--- src/rtl/flow_pkg.sv ---
// Shared width helpers for streaming blocks: slot-index width and packed output-word width.
package flow_pkg;

   // Counter width able to index n slots; at least one bit.
   function automatic int unsigned slot_w(input int unsigned n);
      return (n <= 1) ? 1 : $clog2(n);
   endfunction

   function automatic int unsigned word_w(input int unsigned n, input int unsigned w);
      return n * w;
   endfunction

endpackage

--- src/rtl/combine.sv ---
// Packs N consecutive input words into one N*WDTH output word, first word in the LSBs.
// Optional COMBINE_FLUSH_EN adds a flush input that emits a partially filled word.
module combine
   import flow_pkg::*;
#(
   parameter int unsigned N     = 2,
   parameter int unsigned LOG_N = slot_w(N),
   parameter int unsigned WDTH  = 32
) (
   input  logic                       clk,
   input  logic                       rst_n,
   input  logic [WDTH-1:0]            in_data,
   input  logic                       in_nd,
`ifdef COMBINE_FLUSH_EN
   input  logic                       flush,
`endif
   output logic [word_w(N, WDTH)-1:0] out_data,
   output logic                       out_nd
);

   localparam int unsigned      OUT_W = word_w(N, WDTH);
   localparam logic [LOG_N-1:0] LAST  = LOG_N'(N - 1);

   logic [LOG_N-1:0] r_cnt;
   logic [OUT_W-1:0] r_acc;
   logic [OUT_W-1:0] r_out;
   logic             r_nd;
   logic [OUT_W-1:0] w_acc_nxt;
   logic             w_emit;

   // Accumulator with this cycle's word merged into slot r_cnt.
   always_comb begin
      w_acc_nxt = r_acc;
      for (int unsigned k = 0; k < N; k++) begin
         if (in_nd && (r_cnt == LOG_N'(k))) begin
            w_acc_nxt[k*WDTH +: WDTH] = in_data;
         end
      end
   end

`ifdef COMBINE_FLUSH_EN
   // A flush emits whenever at least one slot holds data, including this cycle's word.
   assign w_emit = (in_nd && (r_cnt == LAST)) || (flush && (in_nd || (r_cnt != '0)));
`else
   assign w_emit = in_nd && (r_cnt == LAST);
`endif

   always_ff @(posedge clk or negedge rst_n) begin
      if (!rst_n) begin
         r_cnt <= '0;
         r_acc <= '0;
         r_out <= '0;
         r_nd  <= 1'b0;
      end else begin
         r_nd <= w_emit;
         if (w_emit) begin
            r_out <= w_acc_nxt;
            r_acc <= '0;
            r_cnt <= '0;
         end else if (in_nd) begin
            r_acc <= w_acc_nxt;
            r_cnt <= r_cnt + LOG_N'(1);
         end
      end
   end

   assign out_data = r_out;
   assign out_nd   = r_nd;

endmodule

--- config.mk ---
export PLATFORM = sky130hd
export DESIGN_NAME = combine
export DESIGN_NICKNAME = d
export VERILOG_FILES = /design/src/rtl/flow_pkg.sv /design/src/rtl/combine.sv
export SDC_FILE = /design/constraint.sdc
export NUM_CORES = 1
export LEC_CHECK = 0
export ABC_AREA = 1
export CORE_MARGIN = 4
export CORE_UTILIZATION = 40
export CTS_BUF_LIST = sky130_fd_sc_hd__clkbuf_4 sky130_fd_sc_hd__clkbuf_8
export CTS_CLUSTER_DIAMETER = 40
export DETAILED_ROUTE_END_ITERATION = 7
export GPL_TIMING_DRIVEN = 0
export PLACE_DENSITY = 0.67
export SETUP_SLACK_MARGIN = 0.4
export SYNTH_ARGS = -nofsm -noshare
export SYNTH_HDL_FRONTEND = slang
export SYNTH_SLANG_ARGS = --single-unit
export TNS_END_PERCENT = 100
--- constraint.sdc ---
create_clock -name clk -period 1.2 [get_ports clk]
set_clock_uncertainty 0.05 [all_clocks]
set_input_delay 0.36 -clock clk [delete_from_list [all_inputs] [get_ports clk]]
set_output_delay 0.36 -clock clk [all_outputs]
set_load 0.01 [all_outputs]
### Word level (Yosys, flattened, before mapping)

Index checks and enable logic that the tools add are counted.

| cells by class | value |
|---|---|
| $add $sub $neg | 1 |
| mux-type cells | 6 |
| bitwise operators | 1 |
| reductions and logical operators | 3 |

Operators by type and width:

| cell | count |
|---|---|
| $mux 64 | 2 |
| $mux 32 | 2 |
| $logic_and 1x1->1 | 2 |
| $mux 1 | 2 |
| $reduce_bool 2->1 | 1 |
| $add 1x1->1 const B | 1 |
| $not 1->1 | 1 |

| word-level totals | value |
|---|---|
| bits in registers | 130 |
| bits of input ports | 35 |
| output and inout bits | 65 |
| word-level logic and storage cells | 15 |

### Longest topological paths before layout

| logic depth | value |
|---|---|
| word-level depth | 5 |
| gate-level depth with buffers | 6 |
| depth with buffers taken out | 3 |

### Worst setup path before layout

OpenSTA, ideal clock, no wires.

| path | value |
|---|---|
| path kind | input to register |
| from | input port in_nd |
| to | register r_out[32] (netlist: out_data[32]) |
| setup time | 117 ps |
| arrival | 914 ps |
| required time | 1,033 ps |
| slack | 119 ps |
| cell stages on the path | 5 |
| path buffers | 3 |
| cells stage by stage | buf_4 > buf_4 > buf_4 > nand3_1 > nand2_1 |

| between the ends | value |
|---|---|
| word-level cells in the longest chain between the ends | 2 |

RTL lines:

| what | line | source |
|---|---|---|
| from (decl) | combine.sv:13 | `input logic in_nd,` |
| $logic_and 1x1->1 * | combine.sv:35, combine.sv:45 |  |
| $mux 32 | combine.sv:35 | `if (in_nd && (r_cnt == LOG_N'(k))) begin` |
| to (signal assigned) | combine.sv:57 | `r_out <= w_acc_nxt;` |
| to (decl) | combine.sv:26 | `logic [OUT_W-1:0] r_out;` |

Every way passes the cells marked *; elsewhere a longest branch is shown, timed or not.
A chain may end at the register's enable or synchronous reset.

### Worst setup path in the final report

| path | value |
|---|---|
| from | register r_out[11] (netlist: out_data[11]) |
| to | output port out_data[11] |

RTL lines:

| what | line | source |
|---|---|---|
| to (decl) | combine.sv:17 | `output logic [word_w(N, WDTH)-1:0] out_data,` |

No word-level cell between the ends.

==> results.toml <==
[run_status]
status = "complete, but fails checks"
violations = "hold timing, setup timing"

[placed_design]
dp_slack_ps = -108
hpwl_um = 6710
gp_congestion = 0.803
placed_cells = 653
io_buffers = 98

[finish]
final_common_cell = "nand2_1"
seq_area_sq_mm = 0.00245
final_cell_mix = "123 x nand2_1, 97 x dfrtp_1, 82 x nand3_2"
fillerInstances = 626
area.growth.synth_to_final_pct = 83.1
multi_input_area_sq_mm = 0.00194
final_cell_count_no_fill = 764
antenna_cells = 0
drive_gt1_share_pct = 58.3
finalNetCount = 665

[drt]
dr.first_iter.drc_count = 130
first_pass_iters = 4
drc = 0
avgViaCountPerCell = 4.96
routed_wl_um = 13000
vias = 3792
routedWlPerCell_um = 17.1
ant_nets = 0

[global_routing]
antenna_found_initial = 0
grt_overflow = 0
grt_max_degree = 53
grt_pass1_wl_um = 19900
grtUsageTotal_pct = 22.3
grt_pass1_vias = 3769

[sta]
drv_slew = 0
slew_headroom_pct = 48.6
grt_setup_unrepaired = "true"
setup_viol = 111
worst_slew_pin_slew_ps = 772
worst_hold_slack_ps = -126
setup_slack_ps = -128
fin_crit_sh_pct = 111
hold_violations = 46
post-route-min-period_ps = 1330
max_freq_mhz = 753

[synth]
yosysUniqueCellTypes = 10
synth_top_cell_area_share_pct = 62.9
avgSynthCellArea_sq_um = 9.17
synth_top_area_cell = "dfrtp_1"
synthesis.instances = 425
synth_warnings = 0
synth_area_leaders = "dfrtp_1 63%, nand2_1 19%, nand3_1 12%"
netlist_area_sq_mm = 0.00390
ys_seq_area_share_pct = 62.9
ys_seq_elements = 98
syn_nets = 460

[floorplan]
core_area_sq_mm = 0.00937
initial_core_util_pct = 41.6
fp.dieW_um = 107
die_h_um = 107
row_count = 35
io_pins = 100
die_area_sq_mm = 0.0114

[worst_setup_path]
cp-end-kind = "primary output"
crit_family = "flip-flops"
crit_buf_inv = 1
setup.worst_path.start_class = "flop"
crit_arrival_ps = 920
path_max_fanout = 2
path_cells = "buf_2"
required_ps = 790
crit_slowest_cell = "dfrtp_1"
crit_type = "flop to primary output"
slowest_delay_ps = 410

[clocking]
path_clk_slew_ps = 100
clkLatencyLatePin_ps = 360
cts_root_buf = "clkbuf_8"
cts_inserted_buffers = 9
cts_tree = "yes"
cts_buffer_depth = 2
htreeDepth = 3
cts.sinks = 98

[power_and_ir_drop]
power_leakage_nw = 3.64
vdd_ir_drop_max_uv = 946
cellPowerDensity_mw_per_mm2 = 1510

[job]
cap_violations = 0

[min_path]
min_path_type = "input port to asynchronous set/reset pin"
## metal layers
layer | wire length (um) | global-route usage, %
met1 | 5190 | 29.3
met2 | 7000 | 37.5
met3 | 694 | 4.39
met4 | 146 | 6.85
met5 | 0 | 0
## state kept, by name (all words and copies together), names as in the netlist
register,cells
out_data,64
out_nd,1
r_acc,32
r_cnt,1
## what timing repair did
| item | in CTS | in global routing |
|---|---|---|
| resized for setup | 441 | 77 |
| endpoints found under the hold margin | 46 | 46 |
| setup endpoints to repair | 163 | 215 |
| setup buffers | 41 | 36 |
| pin swaps | 71 | 53 |
| cloned | 18 | 0 |
## synthesized netlist by cell type
cell      count
inv_2         1
clkbuf_1      4
inv_1         2
nand3_1      96
buf_4         6
nand2_2       1
nand2_1     195
dfrtp_1      98
buf_2        15
buf_6         7
## stage by stage
stage                     util, %  power [mW]  instance area [sq um]  setup TNS [ps]
final                        76.1        10.8                   7130           -8260
after global placement       54.5        6.84                   5110         -385690
after CTS                    69.9        10.0                   6550           -8250
after floorplan                 -        5.39                   3970               0
after global routing         76.1        11.3                   7130          -13280
after detailed placement     54.8        6.89                   5130           -5230
## power breakdown
part | switching, mW | total (mW) | internal, mW | leakage [nW]
registers | 0.399 | 4.32 | 3.92 | 1.25
clock network | 1.17 | 2.19 | 1.02 | 0.0945
logic | 1.92 | 4.27 | 2.36 | 2.30
## worst paths after layout
check	to	start	slack, ps	cells past startpoint
hold / removal	r_acc[1]	rst_n	-130	1
hold reg to reg	out_data[33]	out_data[33]	430	2
setup reg to reg	out_data[37]	r_cnt	-80	6
min in group clk	r_cnt	in_nd	360	4
max in group asynchronous	r_acc[17]	rst_n	630	2
setup / recovery	out_data[11]	out_data[11]	-130	1
## cell families (layout without fill, tap and decap cells)
family / Yosys count / after routing / share of synthesized area, %
simple gates: 292 / 292 / 31.3
flops: 98 / 98 / 62.9
buf+inv: 35 / 245 / 5.78
## worst register-to-register path, stage by stage (launching register included)
cell and delay [ps]:
dfrtp_2 460, buf_6 150, buf_12 160, buf_12 140, buf_16 130, nand3_2 60
nand2_1 50
## area by class of cell
cell class                      count  area share, %
Sequential cell                    98           34.4
Timing Repair Buffer              194           27.4
Multi-Input combinational cell    292           27.2
Buffer                             32           5.51
Tap cell                          129           2.26
Clock buffer                       10           1.93
Clock inverter                      6          0.929
Inverter                            3          0.333
No activity file was read; power rests on OpenSTA's default activity.
==> variant, RTL diff (config.mk and constraints unchanged) <==
Reset style: synchronous (`rst_n`), changed in one clocked block.
--- a/src/rtl/combine.sv
+++ b/src/rtl/combine.sv
@@ -45,7 +45,7 @@
    assign w_emit = in_nd && (r_cnt == LAST);
 `endif
 
-   always_ff @(posedge clk or negedge rst_n) begin
+   always_ff @(posedge clk) begin
       if (!rst_n) begin
          r_cnt <= '0;
          r_acc <= '0;
Formal check against the unedited RTL: differs if rst_n is asserted again (counterexample within 4 cycles, from zero or initial values and one cycle with rst_n low); with rst_n held inactive, the same outputs for 10 cycles.
==> variant against the original RTL <==
The run ends with negative setup slack left; critical path depth is the same; via count grew 0.55%; routed wire length shrank 9.3%; worst setup slack gained 85 ps; global-route usage shrank 2.5 points; final area shrank 6.3%; area after synthesis shrank 2.9%; sequential cell count is the same; critical endpoint is now out_data[2].
Power is not compared: it rests on default switching activity, and its combinational part moved more than twofold at a synthesized area within 25%.
==> variant: results (changes against the original RTL) <==
* Most used DFF post-synth: dfxtp_1
- The global-route wire length before repair came to 17830 microns (-11%).
* Violations in the final reports: negative setup slack
* Synth cell types: 13 (+3)
* R2R Path End: r_acc[0]$_SDFFE_PP0P_
- Fraction of layout cells with a size suffix above 1: 51.96% (-6.3 points)
* # placed instances: 756 (+16%)
- Slowest stage delay, CP: 370 ps (-40 ps)
- After synthesis, the most frequently instantiated cells are nand2_1, dfxtp_1, nand3_1, inv_1, nor2_1.
- Pre-CTS worst setup slack: -583.3 ps (-475.1 ps)
- The number of failing setup endpoints in the final timing report is 87 (-22%).
- Final Worst Setup Slack: -42.75 ps (+85.43 ps)
- Last element of the critical path: out_data[2]
- The met1 track demand over resource came to 26.48% (-2.9 points).
- The maximum number of pins on one net before global-route repair is 17 (-68%).
* Status: finished, violations left
- Worst Tran Pin Value: 386.4 ps (-385.3 ps)
- The via density per instance came to 4.661 (-6.1%).
- Sorting the synthesized cells by area gives the leading types as dfxtp_1, nand2_1, nand3_1.
- R2R Setup Slk: -30 ps (+50 ps)
* Part of the Yosys area used for sequential elements: 51.87% (-11 points)
- The placed standard-cell area came to 5134 sq um (about the same).
- The largest individual stage delay along the critical path comes from the cell dfxtp_2.
- Launching element of the worst setup path: out_data[2]$_SDFFE_PN0P_
- The number of cells on the worst reg-to-reg path was 7 (+1).
- The via count of the first global-routing pass is 3690 (-2.1%).
variant: routing by layer:
layer  share of wire, %  routed length [microns]  up-vias
li1                   -                        -     1946
met4                2.1                      249        0
met2                 49                     5811       91
met5                  0                        0        -
met1                 45                     5258     1757
met3                4.2                      493       19
variant: power by group:
| part | switching [mW] | total, mW | internal, mW |
|---|---|---|---|
| logic | 0.704 | 1.40 | 0.699 |
| clock network | 1.17 | 2.35 | 1.17 |
| registers | 0.117 | 3.54 | 3.43 |
| total | 1.99 | 7.29 | 5.30 |
variant: layout make-up:
type                       count  area [sq um]
buffer                        39         437.9
clock buffer                   9         123.9
clock inverter                 6         90.09
fill                         655          2555
inverter                      66         252.7
multi-input combinational    326          1992
sequential                    98          2043
tap                          129         161.4
timing repair buffer         145          1584
variant: kinds of logic after synthesis:
kind of cell           after synthesis  synth area share (%)
and+or+nand+nor                    293                 32.39
buffers and inverters              105                 11.38
DFF                                 98                 51.87
AOI/OAI and AO/OA                   33                 4.367
variant: worst min path at each step:
stage / start / to / depth (start not counted)
floorplan: r_acc[10]$_SDFFE_PP0P_ / out_data[10]$_SDFFE_PN0P_ / 2
global placement: out_data[54]$_SDFFE_PN0P_ / out_data[54]$_SDFFE_PN0P_ / 2
detailed placement: out_data[4]$_SDFFE_PN0P_ / out_data[4]$_SDFFE_PN0P_ / 2
CTS: rst_n / out_data[32]$_SDFFE_PN0P_ / 3
global route: rst_n / out_data[32]$_SDFFE_PN0P_ / 3
finish: rst_n / out_data[32]$_SDFFE_PN0P_ / 3
variant: what timing repair did:
action / in CTS / in global routing
hold endpoints to repair: 0 / 0
gates cloned: 9 / 2
setup buffers: 27 / 9
resized for setup: 494 / 99
endpoints found under the setup margin: 163 / 163
pin swaps: 31 / 33
